`config.mk`:
```
export PLATFORM = sky130hd
export DESIGN_NAME = adjust_mode_ctrl_flat
export DESIGN_NICKNAME = d
export VERILOG_FILES = /design/src/rtl/adjust_mode_if.sv /design/src/rtl/adjust_mode_ctrl.sv /design/src/flat_wrapper.sv
export SDC_FILE = /design/constraint.sdc
export NUM_CORES = 1
export LEC_CHECK = 0
export ABC_AREA = 1
export CAP_MARGIN = 20
export CORE_MARGIN = 2
export CORE_UTILIZATION = 40
export CTS_CLUSTER_DIAMETER = 40
export DETAILED_ROUTE_END_ITERATION = 6
export PLACE_DENSITY = 0.65
export SLEW_MARGIN = 20
export SYNTH_ARGS = -nofsm -noshare
export SYNTH_HDL_FRONTEND = slang
export SYNTH_SLANG_ARGS = --single-unit
export TNS_END_PERCENT = 20
```
`constraint.sdc`:
```
create_clock -name clk -period 1.5 [get_ports clk]
set_input_delay 0.225 -clock clk [delete_from_list [all_inputs] [get_ports clk]]
set_output_delay 0.225 -clock clk [all_outputs]
set_load 0.05 [all_outputs]
```
`src/rtl/adjust_mode_if.sv`:
```
// Key/tick inputs and field-adjust outputs of the time-setting controller.
// master drives the keys and tick, slave is the controller.
interface adjust_mode_if;
  logic       t_1s;
  logic       btn_mode;
  logic       btn_up;
  logic       btn_down;
  logic [5:0] adj_en;
  logic       adj_up;
  logic       adj_down;
  logic       blink;
  logic       adj_active;

  modport master (
    output t_1s, btn_mode, btn_up, btn_down,
    input  adj_en, adj_up, adj_down, blink, adj_active
  );

  modport slave (
    input  t_1s, btn_mode, btn_up, btn_down,
    output adj_en, adj_up, adj_down, blink, adj_active
  );
endinterface

```
`src/rtl/adjust_mode_ctrl.sv`:
```
// Clock/calendar adjust controller: mode key walks the fields, up/down keys
// issue single steps with hold-to-repeat, and inactivity drops back to RUN.
module adjust_mode_ctrl #(
  parameter int HOLD_CYC  = 25000000,
  parameter int RPT_CYC   = 5000000,
  parameter int TIMEOUT_S = 30
) (
  input  logic        clk,
  input  logic        rst,
  adjust_mode_if.slave bus
);

  localparam int RPT_MAX = (HOLD_CYC > RPT_CYC) ? HOLD_CYC : RPT_CYC;
  localparam int RW_RAW  = $clog2(RPT_MAX + 1);
  localparam int TW_RAW  = $clog2(TIMEOUT_S + 1);
  localparam int RW      = (RW_RAW < 1) ? 1 : RW_RAW;
  localparam int TW      = (TW_RAW < 1) ? 1 : TW_RAW;
  localparam logic [RW-1:0] HOLD_T = RW'(HOLD_CYC);
  localparam logic [RW-1:0] RPT_T  = RW'(RPT_CYC);
  localparam logic [TW-1:0] TO_T   = TW'(TIMEOUT_S);

  typedef enum logic [2:0] {
    RUN    = 3'd0,
    A_SEC  = 3'd1,
    A_MIN  = 3'd2,
    A_HOUR = 3'd3,
    A_DAY  = 3'd4,
    A_MON  = 3'd5,
    A_YEAR = 3'd6
  } state_t;

  state_t        state_reg, state_next;
  logic [RW-1:0] rpt_cnt_reg, rpt_cnt_next;
  logic [TW-1:0] to_cnt_reg, to_cnt_next;
  logic          first_done_reg, first_done_next;
  logic          arm_reg, arm_next;
  logic          up_prev_reg, down_prev_reg;
  logic          adj_up_reg, adj_up_next;
  logic          adj_down_reg, adj_down_next;
  logic          blink_reg, blink_next;
  logic [5:0]    adj_en_reg, en_dec;
  logic          adj_active_reg;

  logic in_adj, one_held, press_up, press_down;

  assign in_adj     = (state_reg != RUN);
  assign one_held   = bus.btn_up ^ bus.btn_down;
  // A press only counts when the other key is up; a press onto a held key is a both-keys case.
  assign press_up   = bus.btn_up & ~up_prev_reg & ~bus.btn_down;
  assign press_down = bus.btn_down & ~down_prev_reg & ~bus.btn_up;

  always_comb begin
    state_next = state_reg;
    if (bus.btn_mode) begin
      case (state_reg)
        RUN:     state_next = A_SEC;
        A_SEC:   state_next = A_MIN;
        A_MIN:   state_next = A_HOUR;
        A_HOUR:  state_next = A_DAY;
        A_DAY:   state_next = A_MON;
        A_MON:   state_next = A_YEAR;
        default: state_next = RUN;
      endcase
    end else if (in_adj && to_cnt_reg == TO_T) begin
      state_next = RUN;
    end
  end

  for (genvar gi = 0; gi < 6; gi++) begin : g_dec
    assign en_dec[gi] = (state_next == state_t'(3'(gi + 1)));
  end

  always_comb begin
    rpt_cnt_next    = rpt_cnt_reg;
    first_done_next = first_done_reg;
    arm_next        = arm_reg;
    adj_up_next     = 1'b0;
    adj_down_next   = 1'b0;
    if (!in_adj || bus.btn_mode || !one_held || state_next == RUN) begin
      rpt_cnt_next    = '0;
      first_done_next = 1'b0;
      arm_next        = 1'b0;
    end else if (press_up || press_down) begin
      adj_up_next     = bus.btn_up;
      adj_down_next   = bus.btn_down;
      rpt_cnt_next    = RW'(1);
      first_done_next = 1'b0;
      arm_next        = 1'b1;
    end else if (arm_reg) begin
      // Counter holds cycles since the last step; the terminal count shortens after the first repeat.
      if (rpt_cnt_reg == (first_done_reg ? RPT_T : HOLD_T)) begin
        adj_up_next     = bus.btn_up;
        adj_down_next   = bus.btn_down;
        rpt_cnt_next    = RW'(1);
        first_done_next = 1'b1;
      end else begin
        rpt_cnt_next = rpt_cnt_reg + RW'(1);
      end
    end
  end

  always_comb begin
    to_cnt_next = to_cnt_reg;
    if (!in_adj || bus.btn_mode || state_next == RUN) begin
      to_cnt_next = '0;
    end else if (bus.btn_up || bus.btn_down || adj_up_next || adj_down_next) begin
      to_cnt_next = '0;
    end else if (bus.t_1s && to_cnt_reg != TO_T) begin
      to_cnt_next = to_cnt_reg + TW'(1);
    end

    blink_next = blink_reg;
    if (state_next == RUN || state_next != state_reg) begin
      blink_next = 1'b0;
    end else if (bus.t_1s) begin
      blink_next = ~blink_reg;
    end
  end

  always_ff @(posedge clk) begin
    if (rst) begin
      state_reg      <= RUN;
      rpt_cnt_reg    <= '0;
      to_cnt_reg     <= '0;
      first_done_reg <= 1'b0;
      arm_reg        <= 1'b0;
      up_prev_reg    <= 1'b1;
      down_prev_reg  <= 1'b1;
      adj_up_reg     <= 1'b0;
      adj_down_reg   <= 1'b0;
      blink_reg      <= 1'b0;
      adj_en_reg     <= '0;
      adj_active_reg <= 1'b0;
    end else begin
      state_reg      <= state_next;
      rpt_cnt_reg    <= rpt_cnt_next;
      to_cnt_reg     <= to_cnt_next;
      first_done_reg <= first_done_next;
      arm_reg        <= arm_next;
      up_prev_reg    <= bus.btn_up;
      down_prev_reg  <= bus.btn_down;
      adj_up_reg     <= adj_up_next;
      adj_down_reg   <= adj_down_next;
      blink_reg      <= blink_next;
      adj_en_reg     <= en_dec;
      adj_active_reg <= (state_next != RUN);
    end
  end

  assign bus.adj_en     = adj_en_reg;
  assign bus.adj_up     = adj_up_reg;
  assign bus.adj_down   = adj_down_reg;
  assign bus.blink      = blink_reg;
  assign bus.adj_active = adj_active_reg;

endmodule

```
`src/flat_wrapper.sv`:
```
// flat-port wrapper written by rule: the top's interface ports become plain ports
module adjust_mode_ctrl_flat 
#(
  parameter int HOLD_CYC  = 25000000,
  parameter int RPT_CYC   = 5000000,
  parameter int TIMEOUT_S = 30
)
  (clk, rst, bus_t_1s, bus_btn_mode, bus_btn_up, bus_btn_down, bus_adj_en, bus_adj_up, bus_adj_down, bus_blink, bus_adj_active);
  adjust_mode_if bus_i ();
  input  logic clk;
  input  logic rst;
  input wire logic [$bits(bus_i.t_1s)-1:0] bus_t_1s;
  input wire logic [$bits(bus_i.btn_mode)-1:0] bus_btn_mode;
  input wire logic [$bits(bus_i.btn_up)-1:0] bus_btn_up;
  input wire logic [$bits(bus_i.btn_down)-1:0] bus_btn_down;
  output wire logic [$bits(bus_i.adj_en)-1:0] bus_adj_en;
  output wire logic [$bits(bus_i.adj_up)-1:0] bus_adj_up;
  output wire logic [$bits(bus_i.adj_down)-1:0] bus_adj_down;
  output wire logic [$bits(bus_i.blink)-1:0] bus_blink;
  output wire logic [$bits(bus_i.adj_active)-1:0] bus_adj_active;
  assign bus_i.t_1s = bus_t_1s;
  assign bus_i.btn_mode = bus_btn_mode;
  assign bus_i.btn_up = bus_btn_up;
  assign bus_i.btn_down = bus_btn_down;
  assign bus_adj_en = bus_i.adj_en;
  assign bus_adj_up = bus_i.adj_up;
  assign bus_adj_down = bus_i.adj_down;
  assign bus_blink = bus_i.blink;
  assign bus_adj_active = bus_i.adj_active;
  adjust_mode_ctrl #(.HOLD_CYC(HOLD_CYC), .RPT_CYC(RPT_CYC), .TIMEOUT_S(TIMEOUT_S)) u_core (.clk(clk), .rst(rst), .bus(bus_i));
endmodule
```
==> out/metrics.cfg <==
[worst_setup_path]
cp.arrival_ps = 1830
cp-startpoint = u_core.to_cnt_reg[0]
cp.required_ps = 1730
setup.worst_path.start_class = flop
path_class = reg2reg
reg2reg_from = u_core.to_cnt_reg[0]
critPathCaptureType = flop
crit_fanout = 8

[routing]
drt_wl_total_microns = 5360
wl_per_cell_microns = 11.6
vias_per_cell = 4.76
drc = 0
drt-initial-drc-count = 121
drt-pass1-iter-count = 4
final_antenna_net_count = 0
vias = 2194

[logic_synthesis]
synthTopCellsByArea = dfxtp_1 40%, nand2_1 11%, nor2_1 10%
synthCells = 331
synth_compound_area_share_pct = 5.27
synth_xor_area_share_pct = 6.39
yosys.area_share.adder_pct = 2.69
ys_seq_area_share_pct = 40.4
synth-seq-cells = 47
syn_area_sq_um = 2330
ys_types = 26
synth_top_area_share_pct = 40.4
yosysTopAreaCell = dfxtp_1
muxShareOfSynthArea_pct = 0
synth_top_family_by_area = simple AND/OR/NAND/NOR gates
ys_warn_count = 0
yosys.area_share.simple_pct = 36.5
syn-mean-instance-area_sq_um = 7.03
synthesis.nets = 342

[power_and_ir_drop]
switching_share_pct = 23.6
p_int_mw = 1.82
p_seq_share_pct = 53.1
leakage_nw = 1.23
clkPwrFrac_pct = 38.5
powerDensity_nw_per_um2 = 772
p_comb_share_pct = 8.3
power_switching_mw = 0.563
max-vdd-ir-drop_v = 0.000544

[sta]
hold_viol_final = 0
fin_tns_setup_ps = -1080
rsz0062_at_grt = true
fin_crit_ps = 1600
max-slew-margin-rel_pct = 71.1
clock_skew_ps = 3.91
final.period_utilization_pct = 106
fin_ws_ps = -96.9
slew_viol_final = 0
setup_viol = 24
fmax_mhz = 626
timing_worst_slew_pin_value_ps = 433

[floorplan]
die_x_microns = 80.3
core_sq_um = 5570
ios = 16
rows = 27
die_y_microns = 80.3
die_area_sq_um = 6450
initial_core_util_pct = 41.8

[clock_tree]
cts-root-buf = clkbuf_8
cts_buffers = 5
numClockSinks = 47
clk_pin_slew_ps = 90
clock_latency_ps = 300
cts_max_path_buffers = 2
htreeDepth = 2
cts_tree = done

[placement]
hpwlAfterDp_microns = 3920
gp_congestion = 0.858
post_dp_cell_area_sq_um = 2800
dp.cells = 451
port_buffers = 15

[grt]
grt_max_degree = 15
grt-ovfl-total = 0
top_usage_layer = met2
grt_pass1_wl_microns = 8980
use_met1_pct = 21.7
grt_use_met2_pct = 31.4
grt_usage_pct = 17.6
use_met3_pct = 3.48
grt_pass1_vias = 2119
antenna_found_initial = 0

[status]
status = finished, violations left
violations = setup timing

[run]
cap_violations = 0

[min_path]
hp-class = reg2reg
hp-start = u_core.rpt_cnt_reg[1]

[finish]
multiInputGateArea_sq_um = 1340
final_cell_mix = 66 x nand2_1, 54 x nor2_1, 47 x buf_4, 42 x dfxtp_1, 40 x inv_1
largest_register_ffs = 25
final_common_cell = nand2_1
stdcell_count = 461
fin_util_pct = 55.4
drive_above_1_share_pct = 28.0
final_nets = 400
regArea_sq_um = 952
nFillCells = 544
area_growth_pct = 32.7
diodes = 0
design_area_sq_um = 3090

[layout make-up]
class,count,share of cell area (%)
Inverter,46,5.75
Clock buffer,5,2.23
Timing Repair Buffer,53,13.7
Sequential cell,47,30.8
Tap cell,72,2.91
Clock inverter,2,1.21
Multi-Input combinational cell,236,43.4
[kinds of logic (layout without fill, tap and decap cells)]
group	after synthesis	after routing
xor gates and xnor gates	17	17
adders and majority gates	5	5
buffers and inverters	49	106
DFF	47	47
and+or+nand+nor	192	193
AOI/OAI and AO/OA	21	21
[Yosys cell counts]
library cell / instances
nor2_4: 1
clkinv_1: 1
buf_6: 2
nand3_1: 17
o21ai_0: 11
nand3_4: 1
ha_1: 5
nor2_1: 65
inv_1: 45
nand4_1: 7
nor2_2: 9
o22ai_1: 2
nand2_1: 71
o21ai_2: 1
nor3_2: 2
nor3_1: 11
nand2_2: 4
a21oi_1: 6
buf_4: 1
a21oi_4: 1
xor2_1: 14
dfxtp_1: 47
or2_1: 1
nand3b_1: 1
nor4_1: 2
xnor2_1: 3
[routing by layer]
metal | routed length, microns | part of all wire [%] | vias up
met2 | 2680 | 50 | 31
met1 | 2470 | 46 | 1007
li1 | - | - | 1150
met4 | 50 | 0.93 | 0
met3 | 159 | 3.0 | 6
met5 | 0 | 0 | -
[power by group through the flow]
stage               clock [mW]  combinational [mW]  sequential [mW]
floorplan                    0              0.0815             1.33
global placement             0               0.173             1.30
detailed placement           0               0.177             1.30
CTS                      0.938               0.191             1.27
global route             0.986               0.215             1.27
finish                   0.919               0.199             1.27
[worst paths after layout]
check	endpoint	slack, ps	cells past startpoint
worst min-delay path	u_core.rpt_cnt_reg[1]	520	2
worst max-delay path	u_core.rpt_cnt_reg[16]	-100	10
worst max register to register	u_core.rpt_cnt_reg[16]	-100	10
worst min register to register	u_core.rpt_cnt_reg[1]	520	2
[timing repair]
item                       in CTS  in global routing
pin swaps                       8                 12
setup endpoints to repair      37                 38
buffers inserted                2                  0
gates cloned                    1                  0
hold buffers                    0                  0
resized for setup              19                 23
[critical path, cell delays in order (launching register included)]
cell and delay [ps]:
dfxtp_2 340, inv_2 40, ha_4 140, nand2_2 70, nor2_4 50, o21ai_2 200
nor2_4 70, a21oi_4 140, buf_12 150, nand3_4 160, nor2_1 150
[metrics by stage]
stage / hold slack [ps] / setup slack (ps) / total power, mW
after floorplan: 337 / -31.0 / 1.41
after global placement: 486 / -232 / 1.47
after detailed placement: 494 / -312 / 1.48
after CTS: 504 / -76.7 / 2.40
after global routing: 543 / -214 / 2.47
final: 520 / -96.9 / 2.39
No activity file was read; power rests on OpenSTA's default activity.
